**src/rtl/change_dispenser.sv**
```systemverilog
// Pays a change amount out as quarters, dimes, then nickels with one timed eject pulse per coin.
// Optional per-tube coin inventory (refill input, empty flags) is enabled by defining CHANGE_INVENTORY_EN.
module change_dispenser #(
    parameter int PULSE_CYCLES = 5_000_000,
    parameter int GAP_CYCLES   = 2_500_000
`ifdef CHANGE_INVENTORY_EN
    ,
    parameter logic [7:0] INV_INIT = 8'd20
`endif
) (
    input  logic       clk,
    input  logic       reset_n,
    input  logic       dispense,
    input  logic [7:0] change,
    output logic       eject_25,
    output logic       eject_10,
    output logic       eject_5,
    output logic       busy,
    output logic       done,
    output logic [7:0] short_amt
`ifdef CHANGE_INVENTORY_EN
    ,
    input  logic       refill,
    output logic       empty_25,
    output logic       empty_10,
    output logic       empty_5
`endif
);

    localparam logic [2:0] S_IDLE   = 3'd0;
    localparam logic [2:0] S_SELECT = 3'd1;
    localparam logic [2:0] S_EJECT  = 3'd2;
    localparam logic [2:0] S_GAP    = 3'd3;
    localparam logic [2:0] S_FINISH = 3'd4;

    // The timer only ever holds PULSE_CYCLES-1 or GAP_CYCLES-1 and counts down to zero.
    localparam int TMAX = (PULSE_CYCLES > GAP_CYCLES) ? PULSE_CYCLES : GAP_CYCLES;
    localparam int TW   = (TMAX > 1) ? $clog2(TMAX) : 1;
    localparam logic [TW-1:0] PULSE_LOAD = TW'(PULSE_CYCLES - 1);
    localparam logic [TW-1:0] GAP_LOAD   = TW'(GAP_CYCLES - 1);

    logic [2:0]    state_reg, state_next;
    logic          dispense_d_reg;
    logic [7:0]    remaining_reg, remaining_next;
    logic [TW-1:0] timer_reg, timer_next;
    logic [2:0]    sel_reg, sel_next;      // one-hot coin: [2]=25, [1]=10, [0]=5
    logic [2:0]    eject_reg, eject_next;
    logic          done_reg, done_next;
    logic          busy_reg, busy_next;
    logic [7:0]    short_reg, short_next;

    logic [2:0]    avail;
    logic [2:0]    pick;
    logic [7:0]    coin_val;
    logic          last_eject;
    logic          start;

    assign start      = (state_reg == S_IDLE) && dispense && !dispense_d_reg;
    assign last_eject = (state_reg == S_EJECT) && (timer_reg == '0);

`ifdef CHANGE_INVENTORY_EN
    logic [2:0] empty_flags;

    for (genvar gi = 0; gi < 3; gi++) begin : g_tube
        logic [7:0] count_reg;
        logic [7:0] count_next;
        logic       empty_reg;

        // Refill takes priority over a decrement landing in the same cycle.
        always_comb begin
            count_next = count_reg;
            if (refill) begin
                count_next = INV_INIT;
            end else if (last_eject && sel_reg[gi]) begin
                count_next = count_reg - 8'd1;
            end
        end

        always_ff @(posedge clk or negedge reset_n) begin
            if (!reset_n) begin
                count_reg <= INV_INIT;
                empty_reg <= (INV_INIT == 8'd0);
            end else begin
                count_reg <= count_next;
                empty_reg <= (count_next == 8'd0);
            end
        end

        assign avail[gi]       = (count_reg != 8'd0);
        assign empty_flags[gi] = empty_reg;
    end

    assign empty_25 = empty_flags[2];
    assign empty_10 = empty_flags[1];
    assign empty_5  = empty_flags[0];
`else
    assign avail = 3'b111;
`endif

    // Largest coin that both fits in the remaining amount and is in stock.
    always_comb begin
        pick = 3'b000;
        if (remaining_reg >= 8'd25 && avail[2]) begin
            pick = 3'b100;
        end else if (remaining_reg >= 8'd10 && avail[1]) begin
            pick = 3'b010;
        end else if (remaining_reg >= 8'd5 && avail[0]) begin
            pick = 3'b001;
        end
    end

    always_comb begin
        coin_val = 8'd0;
        if (sel_reg[2]) begin
            coin_val = 8'd25;
        end else if (sel_reg[1]) begin
            coin_val = 8'd10;
        end else if (sel_reg[0]) begin
            coin_val = 8'd5;
        end
    end

    always_comb begin
        state_next     = state_reg;
        remaining_next = remaining_reg;
        timer_next     = timer_reg;
        sel_next       = sel_reg;
        eject_next     = eject_reg;
        short_next     = short_reg;
        done_next      = 1'b0;

        case (state_reg)
            S_IDLE: begin
                if (start) begin
                    remaining_next = change;
                    short_next     = 8'd0;
                    state_next     = S_SELECT;
                end
            end
            S_SELECT: begin
                if (pick != 3'b000) begin
                    sel_next   = pick;
                    eject_next = pick;
                    timer_next = PULSE_LOAD;
                    state_next = S_EJECT;
                end else begin
                    done_next  = 1'b1;
                    state_next = S_FINISH;
                end
            end
            S_EJECT: begin
                if (timer_reg == '0) begin
                    remaining_next = remaining_reg - coin_val;
                    eject_next     = 3'b000;
                    timer_next     = GAP_LOAD;
                    state_next     = S_GAP;
                end else begin
                    timer_next = timer_reg - 1'b1;
                end
            end
            S_GAP: begin
                if (timer_reg == '0) begin
                    state_next = S_SELECT;
                end else begin
                    timer_next = timer_reg - 1'b1;
                end
            end
            S_FINISH: begin
                short_next = remaining_reg;
                state_next = S_IDLE;
            end
            default: begin
                eject_next = 3'b000;
                state_next = S_IDLE;
            end
        endcase

        busy_next = (state_next != S_IDLE);
    end

    always_ff @(posedge clk or negedge reset_n) begin
        if (!reset_n) begin
            state_reg      <= S_IDLE;
            dispense_d_reg <= 1'b0;
            remaining_reg  <= 8'd0;
            timer_reg      <= '0;
            sel_reg        <= 3'b000;
            eject_reg      <= 3'b000;
            done_reg       <= 1'b0;
            busy_reg       <= 1'b0;
            short_reg      <= 8'd0;
        end else begin
            state_reg      <= state_next;
            dispense_d_reg <= dispense;
            remaining_reg  <= remaining_next;
            timer_reg      <= timer_next;
            sel_reg        <= sel_next;
            eject_reg      <= eject_next;
            done_reg       <= done_next;
            busy_reg       <= busy_next;
            short_reg      <= short_next;
        end
    end

    assign eject_25  = eject_reg[2];
    assign eject_10  = eject_reg[1];
    assign eject_5   = eject_reg[0];
    assign busy      = busy_reg;
    assign done      = done_reg;
    assign short_amt = short_reg;

endmodule
```
**config.mk**
```make
export PLATFORM = sky130hd
export DESIGN_NAME = change_dispenser
export DESIGN_NICKNAME = d
export VERILOG_FILES = /design/src/rtl/change_dispenser.sv
export SDC_FILE = /design/constraint.sdc
export NUM_CORES = 1
export LEC_CHECK = 0
export CAP_MARGIN = 20
export CORE_MARGIN = 4
export CORE_UTILIZATION = 45
export DETAILED_ROUTE_END_ITERATION = 10
export PLACE_DENSITY = 0.77
export SYNTH_ARGS = -nofsm -noshare
export SYNTH_HDL_FRONTEND = slang
export SYNTH_SLANG_ARGS = --single-unit
```
**constraint.sdc**
```tcl
create_clock -name clk -period 3.6 [get_ports clk]
set_input_delay 0.72 -clock clk [delete_from_list [all_inputs] [get_ports clk]]
set_output_delay 0.72 -clock clk [all_outputs]
set_load 0.02 [all_outputs]
```
### After elaboration in Yosys (flattened, before gate mapping)

Cells that the tools add are included.

* register bits: 51
* bits in latches: 0
* memory bits (writable): 0
* ROM bits: 0
* input bits: 11
* output and inout bits: 13
* memories kept: 0

* $add $sub $neg: 2
* $mul: 0
* divide/modulo/power cells: 0
* $lt $le $gt $ge: 3
* eq/ne operators: 8
* shift-type cells: 0
* multiplexer cells: 25
* bitwise operators: 1
* reduce and logical (&&, ||, !) cells: 16

Operators with widths (count)
* 2-to-1 mux 23 bit: 3
* one-hot mux 23 bit (3 select lines): 1
* one-hot mux 8 bit (2 select lines): 2
* 2-to-1 mux 3 bit: 9
* 2-to-1 mux 8 bit: 3
* logical NOT 23 bit: 1
* subtractor 23 x 1 -> 23 bit, second input constant: 1
* one-hot mux 3 bit (4 select lines): 1
* one-hot mux 3 bit (3 select lines): 1
* AND reduction 3 bit: 3
* nonzero test 3 bit: 3
* greater-or-equal comparator 8 x 3 -> 1 bit, second input constant: 1
* greater-or-equal comparator 8 x 4 -> 1 bit, second input constant: 1
* greater-or-equal comparator 8 x 5 -> 1 bit, second input constant: 1
* subtractor 8 bit: 1
* == test 3 x 2 -> 1 bit, second input constant: 2
* != test 2 bit, second input constant: 3
* 2-to-1 mux 5 bit: 1
* 2-to-1 mux 4 bit: 1
* AND reduction 2 bit: 2
* nonzero test 2 bit: 2
* == test 3 x 1 -> 1 bit, second input constant: 1
* == test 3 bit, second input constant: 1
* logical NOT 3 bit: 1
* 6 further kinds: 9

### Longest topological paths before layout

* depth after elaboration: 8
* mapped depth: 10
* depth with buffers taken out: 10

### Worst setup path before layout

No wires, ideal clock.

* kind: flip-flop to flip-flop
* start point: register timer_reg[8]
* end point: register timer_reg[17]
* setup time: 0.066 ns
* data arrival time: 2.467 ns
* path slack: 1.067 ns
* stages on the path, launching flop included: 8
* buffers on the path: 1
* cell sequence: dfrtp_1 > or4_4 > or4_1 > buf_2 > or3_4 > or4_1 > o211ai_1 > a22o_1

* word-level cells in the longest chain between the ends: 3
* elaborated cells on any way between the ends: 7

Ends and longest elaborated chain
* from (decl): line 45 `logic [TW-1:0] timer_reg, timer_next;`
* from (signal assigned): line 196 `timer_reg <= timer_next;`
* subtractor 23 x 1 -> 23 bit / logical NOT 23 bit (equally long branches)
* 2-to-1 mux 23 bit, or another cell as far along: line 162 `if (timer_reg == '0) begin`
* one-hot mux 23 bit (3 select lines) / AND reduction 3 bit (equally long branches)

Parallel ways exist; a longest one is shown, timed or not. The select of a mux whose other input is x is not followed.
A chain may end at the register's enable or synchronous reset.

### Worst setup path in the final report

Same ends and word-level chain as after synthesis.

==> impl_metrics.yaml <==
timing:
  setup_tns_ps: 0
  rsz0062_at_grt: "false"
  period_share_pct: 76.0
  slew_violations: 0
  slew_headroom_pct: 37.8
  whs_ps: 421
  tightest_slew_ps: 926
  fmax_mhz: 366
  setup_ws_ps: 865
  fin_skew_ps: 8.43
  finalSetupViolCount: 0
  fin_crit_ps: 2730
  finalHoldViolCount: 0
cts:
  hold_buffers: 0
  ctsResizeCount: 0
  cts_tree: "done"
  clk_latency_ps: 310
  clk_pin_slew_ps: 90
  root_buffer: "clkbuf_8"
  cts_sinks: 51
  cts_buffer_depth: 2
  cts_buffers: 5
  htree_levels: 2
  post_cts_buffers: 0
logic_synthesis:
  yosysTopAreaCell: "dfrtp_1"
  synth-async-reset-ratio_pct: 100
  synth_cells: 311
  synth.most_common_cell: "dfrtp_1"
  yosysSeqAreaShare_pct: 45.3
  synth_area_leaders: "dfrtp_1 (45%), nor2_1 (4.5%), a21oi_1 (4.1%), nand2_1 (3.7%), o21ai_0 (3.6%)"
  syn_nets: 330
  synthFlopType: "dfrtp_1"
  synth_common_cells: "dfrtp_1 (51), nor2_1 (34), nand2_1 (28)"
  avgSynthCellArea_um2: 9.06
  ys_seq_elements: 51
  synth_cell_type_count: 54
  synthesis.area_mm2: 0.00282
  ys_warn_count: 0
  synth_top_area_share_pct: 45.3
  synth-edff-count: 0
power:
  peakVddDrop_v: 0.000315
  power_switching_share_pct: 40.8
  pwr-share-clk_pct: 15.8
  pwr-share-comb_pct: 41.4
  power.density_mw_per_mm2: 654
  p_leak_nw: 1.38
  p_int_mw: 1.24
  seqPwrFrac_pct: 42.8
  power_mw: 2.10
  p_sw_mw: 0.858
hold_path:
  hp-class: "in2async"
global_routing:
  antenna_found_initial: 0
  grtUsageTotal_pct: 19.0
  gr-total-overflow: 0
  grt_pass1_vias: 2401
  grt_max_degree: 29
  grt_pass1_wl_mm: 11.4
layout:
  diodes: 0
  seq_area_mm2: 0.00128
  design_area_mm2: 0.00321
  largest_reg_flops: 23
  drive_gt1_share_pct: 8.08
  nets: 352
  multi_input_area_mm2: 0.00145
  n_fill_cell: 523
  areaGrowthSynthToFinish_pct: 14.1
die:
  num_rows: 28
  die-width_um: 87.1
  die_y_um: 87.1
  start_util_pct: 47.0
  die_area_mm2: 0.00759
  io_pins: 24
  core_area_mm2: 0.00599
critical_path:
  crit_slowest_cell: "or4_4"
  cp_data_arrival_time_ps: 2990
  cp-start-kind: "flip-flop"
  setup.worst_path.class: "reg2reg"
  cp_max_fo: 6
  required_ps: 3850
  crit_top_cell: "or4_1"
  slowest_delay_ps: 560
  crit_path_cell_trace: "or4_4 -> or4_1 -> or3_4 -> or4_1 -> o211ai_1 -> a22o_1"
  reg2reg_depth: 6
  crit_path_end_kind: "flip-flop"
placed_design:
  io_buffer_count: 23
  pre_cts_slack_ps: 896
  routabilityCongestion: 0.879
  dpl.hpwl_mm: 4.65
  placed_area_mm2: 0.00313
routing:
  first_pass_iters: 4
  wl_per_cell_um: 15.7
  drc_errors: 0
  drt-initial-drc-count: 171
  routed_wl_mm: 6.40
  ant_nets: 0
  dr_total_vias: 2380
  via_per_inst: 5.82
flow_run:
  drv_cap: 0
status:
  run_status: "finished clean"
worst max-delay path, delay by kind of cell (launching register included):
kind | cells | cell delay, ps
simple gates | 4 | 2010
flops | 1 | 420
compound gates | 2 | 250
per-stage QoR:
step           utilization, %  std cells
2_1_floorplan               -        311
6_report                 53.7        409
4_1_cts                  53.7        409
5_1_grt                  53.7        409
3_5_place_dp             52.2        401
3_3_place_gp             52.2        401
placed cells by master, fill, tap and decap left out, drive strengths merged, types with 9 or more instances in the layout:
cell           instances
a22o                   9
dfrtp                 51
inv                   10
nor3                  12
clkdlybuf4s50         22
nand2                 28
a21oi                 23
nand2b                10
nor2                  35
o21ai                 21
area by class of cell:
class                   instances  share of cell area (%)
well taps                      75                    2.92
clock buffers                   5                    2.14
clock inverters                 3                   0.623
flip-flops and latches         51                    39.7
repair buffers                 29                    8.41
multi-input cells             236                    45.0
inverters                      10                    1.17
power by group through the flow:
stage | clock (mW) | combinational, mW | sequential [mW]
floorplan | 0 | 0.613 | 0.888
finish | 0.332 | 0.870 | 0.900
CTS | 0.345 | 0.873 | 0.897
global placement | 0 | 0.846 | 0.903
global route | 0.374 | 0.995 | 0.931
detailed placement | 0 | 0.864 | 0.907
kinds of logic (layout without fill, tap and decap cells):
logic type | count (synthesis) | after routing | share of synthesized area (%)
AND/OR/NAND/NOR | 130 | 130 | 23.8
AO/OA/AOI/OAI | 86 | 86 | 19.9
flip-flops | 51 | 51 | 45.3
buffers and inverters | 24 | 47 | 3.33
XOR/XNOR | 10 | 10 | 3.11
adder cells (fa/ha/maj) | 8 | 8 | 3.82
multiplexers | 2 | 2 | 0.711
metal layers:
layer | up-vias | routed length [um] | share of wire [%] | GRT usage [%]
li1 | 1173 | - | - | -
met1 | 1123 | 3060 | 48 | 26.6
met2 | 71 | 2870 | 45 | 28.6
met3 | 13 | 330 | 5.2 | 4.07
met5 | - | 0 | 0 | 0
met4 | 0 | 136 | 2.1 | 7.95
path summary, 6_finish.rpt:
kind	startpoint	endpoint	slack (ps)
max reg2reg	timer_reg[8]	timer_reg[17]	870
min reg2reg	short_amt[5]	short_amt[5]	510
min in group clk	short_amt[5]	short_amt[5]	510
min	reset_n	timer_reg[4]	420
max	timer_reg[8]	timer_reg[17]	870
max in group asynchronous	reset_n	state_reg[0]	2420
Power figures use the tool's default switching activity.
